File: src/rtl/present_key_scheduler_pkg.sv
// Shared types and constants for the PRESENT-80 key schedule.
// Latency: none (declarations and a combinational helper only).
// Backpressure: not applicable.
package present_pkg;

  localparam int KEY_W      = 80;
  localparam int RK_W       = 64;
  localparam int RC_W       = 5;
  localparam int NUM_ROUNDS = 31;

  typedef enum logic {IDLE, RUN} ks_state_t;

  typedef logic [KEY_W-1:0] key_t;

  // PRESENT 4-bit S-box, shared by the cipher and the key schedule.
  function automatic logic [3:0] present_sbox(input logic [3:0] x);
    logic [3:0] y;
    case (x)
      4'h0: y = 4'hC;
      4'h1: y = 4'h5;
      4'h2: y = 4'h6;
      4'h3: y = 4'hB;
      4'h4: y = 4'h9;
      4'h5: y = 4'h0;
      4'h6: y = 4'hA;
      4'h7: y = 4'hD;
      4'h8: y = 4'h3;
      4'h9: y = 4'hE;
      4'hA: y = 4'hF;
      4'hB: y = 4'h8;
      4'hC: y = 4'h4;
      4'hD: y = 4'h7;
      4'hE: y = 4'h1;
      default: y = 4'h2;
    endcase
    return y;
  endfunction

endpackage

File: src/rtl/present_key_scheduler_key_update.sv
// One PRESENT-80 key register update: rotate left 61, S-box top nibble, XOR round counter.
// Latency: purely combinational, zero cycles.
// Backpressure: none; the caller decides when to register the result.
module key_update
  import present_pkg::*;
(
  input  key_t              key,
  input  logic [RC_W-1:0]   round_ctr,
  output key_t              next_key
);

  key_t rot;

  // Rotate left by 61 (== right by 19), then apply the nonlinear and counter steps.
  always_comb begin
    rot                = {key[18:0], key[79:19]};
    next_key           = rot;
    next_key[79:76]    = present_sbox(rot[79:76]);
    next_key[19:15]    = rot[19:15] ^ round_ctr;
  end

endmodule

File: src/rtl/present_key_scheduler.sv
// Sequential PRESENT-80 key schedule: takes an 80-bit key, streams round keys K1..K32.
// Latency: K1 valid the cycle after key accept; each next key the cycle after a handshake.
// Backpressure: rk_ready_i low holds rk_o/rk_idx_o and the key register; keys only accepted in IDLE.
module present_key_scheduler
  import present_pkg::*;
(
  input  logic              clk,
  input  logic              rst_n,
  input  logic              clear_i,
  input  logic [KEY_W-1:0]  key_i,
  input  logic              key_valid_i,
  output logic              key_ready_o,
  output logic [RK_W-1:0]   rk_o,
  output logic [5:0]        rk_idx_o,
  output logic              rk_valid_o,
  input  logic              rk_ready_i,
  output logic              busy_o,
  output logic              done_o
);

  localparam logic [5:0] LAST_IDX = 6'(NUM_ROUNDS + 1);

  ks_state_t  state, state_nxt;
  key_t       key_reg, key_nxt, key_upd;
  logic [5:0] round_ctr, ctr_nxt;
  logic       done_q, done_nxt;

  key_update u_key_update (
    .key       (key_reg),
    .round_ctr (round_ctr[RC_W-1:0]),
    .next_key  (key_upd)
  );

  // State, key register, counter and done pulse; async reset clears everything.
  always_ff @(posedge clk or negedge rst_n) begin
    if (!rst_n) begin
      state     <= IDLE;
      key_reg   <= '0;
      round_ctr <= '0;
      done_q    <= 1'b0;
    end else begin
      state     <= state_nxt;
      key_reg   <= key_nxt;
      round_ctr <= ctr_nxt;
      done_q    <= done_nxt;
    end
  end

  // Next-state, stream handshakes and abort handling; clear_i overrides any handshake.
  always_comb begin
    state_nxt   = state;
    key_nxt     = key_reg;
    ctr_nxt     = round_ctr;
    done_nxt    = 1'b0;
    key_ready_o = (state == IDLE);
    rk_valid_o  = (state == RUN);
    busy_o      = (state == RUN);

    if (clear_i) begin
      // key_reg is deliberately left alone so the last key stays observable.
      state_nxt = IDLE;
      ctr_nxt   = '0;
    end else begin
      case (state)
        IDLE: begin
          if (key_valid_i) begin
            key_nxt   = key_i;
            ctr_nxt   = 6'd1;
            state_nxt = RUN;
          end
        end
        RUN: begin
          if (rk_ready_i) begin
            if (round_ctr == LAST_IDX) begin
              // Final key consumed: no further update, index parks at 0 in IDLE.
              state_nxt = IDLE;
              ctr_nxt   = '0;
              done_nxt  = 1'b1;
            end else begin
              key_nxt = key_upd;
              ctr_nxt = round_ctr + 6'd1;
            end
          end
        end
        default: begin
          state_nxt = IDLE;
          ctr_nxt   = '0;
        end
      endcase
    end
  end

  assign rk_o     = key_reg[79:16];
  assign rk_idx_o = round_ctr;
  assign done_o   = done_q;

endmodule

File: config.mk
export PLATFORM = sky130hd
export DESIGN_NAME = present_key_scheduler
export DESIGN_NICKNAME = d
export VERILOG_FILES = /design/src/rtl/present_key_scheduler_pkg.sv /design/src/rtl/present_key_scheduler_key_update.sv /design/src/rtl/present_key_scheduler.sv
export SDC_FILE = /design/constraint.sdc
export NUM_CORES = 1
export LEC_CHECK = 0
export BUFFER_PORTS_ARGS = -buffer_cell sky130_fd_sc_hd__buf_2
export CORE_UTILIZATION = 47
export CTS_CLUSTER_SIZE = 8
export DETAILED_ROUTE_END_ITERATION = 6
export PLACE_DENSITY = 0.82
export SKIP_CTS_REPAIR_TIMING = 1
export SYNTH_ARGS = -nofsm -noshare
export SYNTH_HDL_FRONTEND = slang
export SYNTH_SLANG_ARGS = --single-unit
File: constraint.sdc
create_clock -name clk -period 1.7 [get_ports clk]
set_input_delay 0.34 -clock clk [delete_from_list [all_inputs] [get_ports clk]]
set_output_delay 0.34 -clock clk [all_outputs]
set_load 0.05 [all_outputs]
# After elaboration in Yosys (flattened, before gate mapping)
# Memory sizes are Yosys's and may differ from the RTL's.
# Index checks and enable logic that the tools add are counted.
word_totals:
  reg_bits: 88
  romBits: 64
  input_bits: 85
  output_inout_bits: 74
  wordCells: 35
  mem_count: 1
op_classes:
  addsub: 1
  eq_ne: 6
  muxes: 18
  bitwise: 3
  reduce_logical: 2
mem_list:
  columns: ["name", "words", "width", "rd", "rd_ports_with_merged_regs", "wr", "line_no", "source"]
  rows:
  - ["(name not given)", 16, 4, 1, 0, 0, "present_key_scheduler_pkg.sv:18", "case (x)"]
op_table:
  columns: ["cell", "n"]
  rows:
  - ["two-way mux 80 bit", 3]
  - ["one-hot mux 80 bit (2 select lines)", 1]
  - ["two-way mux 6 bit", 4]
  - ["one-hot mux 6 bit (2 select lines)", 1]
  - ["two-way mux 1 bit", 8]
  - ["adder 6 x 1 -> 6 bit, second input constant", 1]
  - ["== test 6 bit, second input constant", 1]
  - ["inequality test 2 bit, second input constant", 3]
  - ["inequality test 3 bit, second input constant", 2]
  - ["XOR 5 bit", 1]
  - ["AND reduction 4 bit", 1]
  - ["NOT 1 bit", 2]
  - ["one-hot mux 1 bit (2 select lines)", 1]
  - ["AND reduction 2 bit", 1]

# Depth between registers and ports, before layout
depth:
  depth_word: 5
  depth_mapped: 8
  ltp_nobuf: 6

# Hierarchy
# From an unflattened synthesis, not the netlist that was laid out.
unflattened:
  hier_cells: 570
  hier_area_um2: 5959.5
modules_own_cells:
  columns: ["mod", "instances", "cells_each", "area_each_um2", "seq_area_each_um2"]
  rows:
  - ["present_key_scheduler", 1, 476, 5203.7, 2202.1]
  - ["key_update", 1, 94, 755.7, 0.0]

# Worst setup path after synthesis
# Ideal clock, no wire load.
synth_path:
  kind: "register to register"
  from: "reg round_ctr[3], in the netlist rk_idx_o[3]"
  to: "reg key_reg[26]"
  setup_time_ps: 127
  arrival_ps: 1867
  t_required_ps: 1573
  path_slack_ps: -295
  stages_incl_launch_ff: 5
  path_buffers: 1
  synth_period_minus_slack_ps: 1995
  path_cell_list: "dfrtp_1 > or3_4 > o311ai_4 > clkbuf_2 > o21ai_2"
synth_via:
  elab_chain_len: 3
synth_lines:
  columns: ["element", "line_no", "source"]
  rows:
  - ["from (decl)", "present_key_scheduler.sv:25", "logic [5:0] round_ctr, ctr_nxt;"]
  - ["from (signal assigned)", "present_key_scheduler.sv:44", "round_ctr <= ctr_nxt;"]
  - ["== test 6 bit", "present_key_scheduler.sv:74", "if (round_ctr == LAST_IDX) begin"]
  - ["inequality test 2 bit (no source line)", null, null]
  - ["AND reduction 4 bit (no source line)", null, null]
  - ["to (signal assigned)", "present_key_scheduler.sv:43", "key_reg <= key_nxt;"]
  - ["to (decl)", "present_key_scheduler.sv:24", "key_t key_reg, key_nxt, key_upd;"]
# No other way between the ends.
# A chain may end at the register's enable or synchronous reset.

# Worst setup path after layout
layout_path:
  from: "reg round_ctr[4], in the netlist rk_idx_o[4]"
  to: "reg key_reg[67]"
# Same word-level chain as after synthesis.

==> results_dict.tcl <==
set metrics [dict create \
    hold_path_end "busy_o" \
    final_cell_mix "buf_2 (156), dfrtp_1 (82), nand2_1 (74), mux2i_1 (72), o21ai_1 (59)" \
    cts_tree "done" \
    h-tree-depth 3 \
    setup_tns_ns -0.00462 \
    pin_count 159 \
    die_h_um 105 \
    post_drt_wl_per_cell_um 14.8 \
    min_period_over_period_pct 100 \
    yosysTopAreaCellShare_pct 44.2 \
    clk_path_buf_depth 2 \
    whs_ns 0.245 \
    clock_latency_ns 0.36 \
    power_w 0.00710 \
    fin_ws_ns -0.00298 \
    grt_use_met1_pct 25.1 \
    worstPathMaxFanout 21 \
    p_leak_nw 2.92 \
    grt_remaining_overflow 0 \
    grt_pass1_vias 3508 \
    die_width_um 105 \
    dieArea_um2 11000 \
    period_needed_ns 1.70 \
    syn-num-nets 579 \
    synth-async-reset-ratio_pct 100 \
    layout-drive-gt1-share_pct 41.0 \
    fillers 895 \
    nNetsFinal 687 \
    clockRootBuffer "clkbuf_8" \
    hold_viol 0 \
    antenna_found_initial 0 \
    busiest_layer "met2" \
    avgSynthCellArea_um2 10.2 \
    worstHoldPathType "in -> reg" \
    grt_pass1_wl_mm 16.6 \
    post-route-util_pct 56.8 \
    relSlewSlack_pct 73.6 \
    gr-usage-met2_pct 31.6 \
    routabilityCongestion 0.800 \
    cts_buffers 9 \
    timing.rr.end "key_reg[67]" \
    setup.worst_path.end_class "flop" \
    grt_max_degree 54 \
    register_area_um2 2210 \
    final_common_cell "buf_2" \
    violations "negative setup slack" \
    initial_core_util_pct 48.3 \
    ys_ff_latch 88 \
    wirelength_mm 10.9 \
    synth.area.top_cells "dfrtp_1 (44%), mux2i_1 (14%), buf_4 (9.9%)" \
    path_clk_slew_ns 0.09 \
    synth-edff-count 0 \
    io_buffers 158 \
    fp-row-count 37 \
    cts.sinks 88 \
    routed_via_density 5.04 \
    status "finished with violations" \
    max_freq_ghz 0.587 \
    worstSetupStartpointType "flop" \
    tightest_slew_ns 0.396 \
    vdd_ir_drop_max_uv 676 \
    ys_types 36 \
    area_growth_pct 17.7 \
    crit_type "reg -> reg" \
    timing.rr.start "rk_idx_o[4]" \
    maxSlewViolCount 0 \
    drv_cap 0 \
    synth_top_area_cell "dfrtp_1" \
    ys_seq_area_share_pct 44.2 \
    antenna_cells 0 \
    worstPathArrival_ns 1.94 \
    setup_viol 3 \
    ff2ff_setup_slack_ns -0.003 \
    initialDrtViolationCount 182 \
    fp.coreArea_um2 10300 \
    rsz0062_at_grt "true" \
    cp.required_ns 1.94 \
    fin_skew_ns 0.0130 \
    syn-cell-area_um2 4980 \
    synth_top_flop_cell "dfrtp_1" \
    holdPathStages 2 \
    multi_input_area_um2 2040 \
    firstDrtPassIters 4 \
    vias 3711 \
    p_per_area_nw_per_um2 1210 \
    rr_worst_depth 5 \
    grt_use_met3_pct 3.06 \
    synth_cells 487 \
    largest_reg_flops 80 \
    drc 0 \
    ant_nets 0 \
    crit_start "rk_idx_o[4]" \
    grt_use_total_pct 19.2 \
    dp_hpwl_mm 7.75 \
    min_from "clear_i" \
    yosys_warnings 0 \
]
-- logic make-up (layout without fill, tap and decap cells) --
kind of cell    Yosys count  count (layout)  synth area share [%]
mux                      75              75                  15.6
xor+xnor                  9               9                  1.58
simple gates            102             102                  8.24
fa+ha+maj                 7               7                  1.76
compound gates          105             105                  12.9
buf+inv                 101             214                  15.7
flops                    88              88                  44.2
-- worst max-delay path, stage by stage, from the launching register on --
cell       delay, ns
dfrtp_2         0.41
or3_4           0.41
o311ai_4        0.27
buf_6           0.22
clkbuf_16       0.21
o21ai_1         0.08
-- report_power, final --
group	internal (W)	switching (W)
combinational	0.000830	0.00189
clock	0.000830	0.000732
sequential	0.00248	0.000337
-- how the worst max path moves through the flow --
stage / depth (start not counted) / to / slack (ns)
3_3_place_gp: 5 / key_reg[48] / 0.01
6_report: 5 / key_reg[67] / -0.003
4_1_cts: 3 / key_ready_o / -0.06
2_1_floorplan: 6 / key_reg[28] / -0.14
3_5_place_dp: 6 / key_reg[58] / -0.03
5_1_grt: 6 / key_reg[25] / -0.06
-- cells in the mapped netlist, drive strengths merged, types with 2 or more instances --
| master | n |
|---|---|
| ha | 7 |
| o22ai | 2 |
| buf | 77 |
| nand2 | 84 |
| nor2b | 2 |
| xor2 | 4 |
| o2111ai | 2 |
| a21oi | 6 |
| or3 | 2 |
| nor2 | 10 |
| xnor2 | 5 |
| mux4 | 2 |
| clkbuf | 16 |
| dfrtp | 88 |
| inv | 8 |
| o211ai | 3 |
| mux2i | 72 |
| o21ai | 86 |
-- final cells by class --
type | count | share of cell area (%)
clock buffer | 11 | 2.24
clock inverter | 5 | 1.39
inverter | 8 | 0.512
multi-input combinational | 298 | 34.8
sequential | 88 | 37.7
tap | 136 | 2.90
timing repair buffer | 190 | 20.5
-- through the flow --
stage	area (um^2)	setup WS (ns)	cells
floorplan	5020	-0.144	487
global placement	5450	0.0149	710
detailed placement	5450	-0.0291	710
CTS	5670	-0.0632	726
global route	5870	-0.0638	736
finish	5870	-0.00298	736
-- routing by layer --
metal	routed length (um)	vias to the layer above
li1	-	1808
met1	4900	1790
met2	5480	99
met3	366	14
met4	170	0
met5	0	-
No activity file was read; power rests on OpenSTA's default activity.
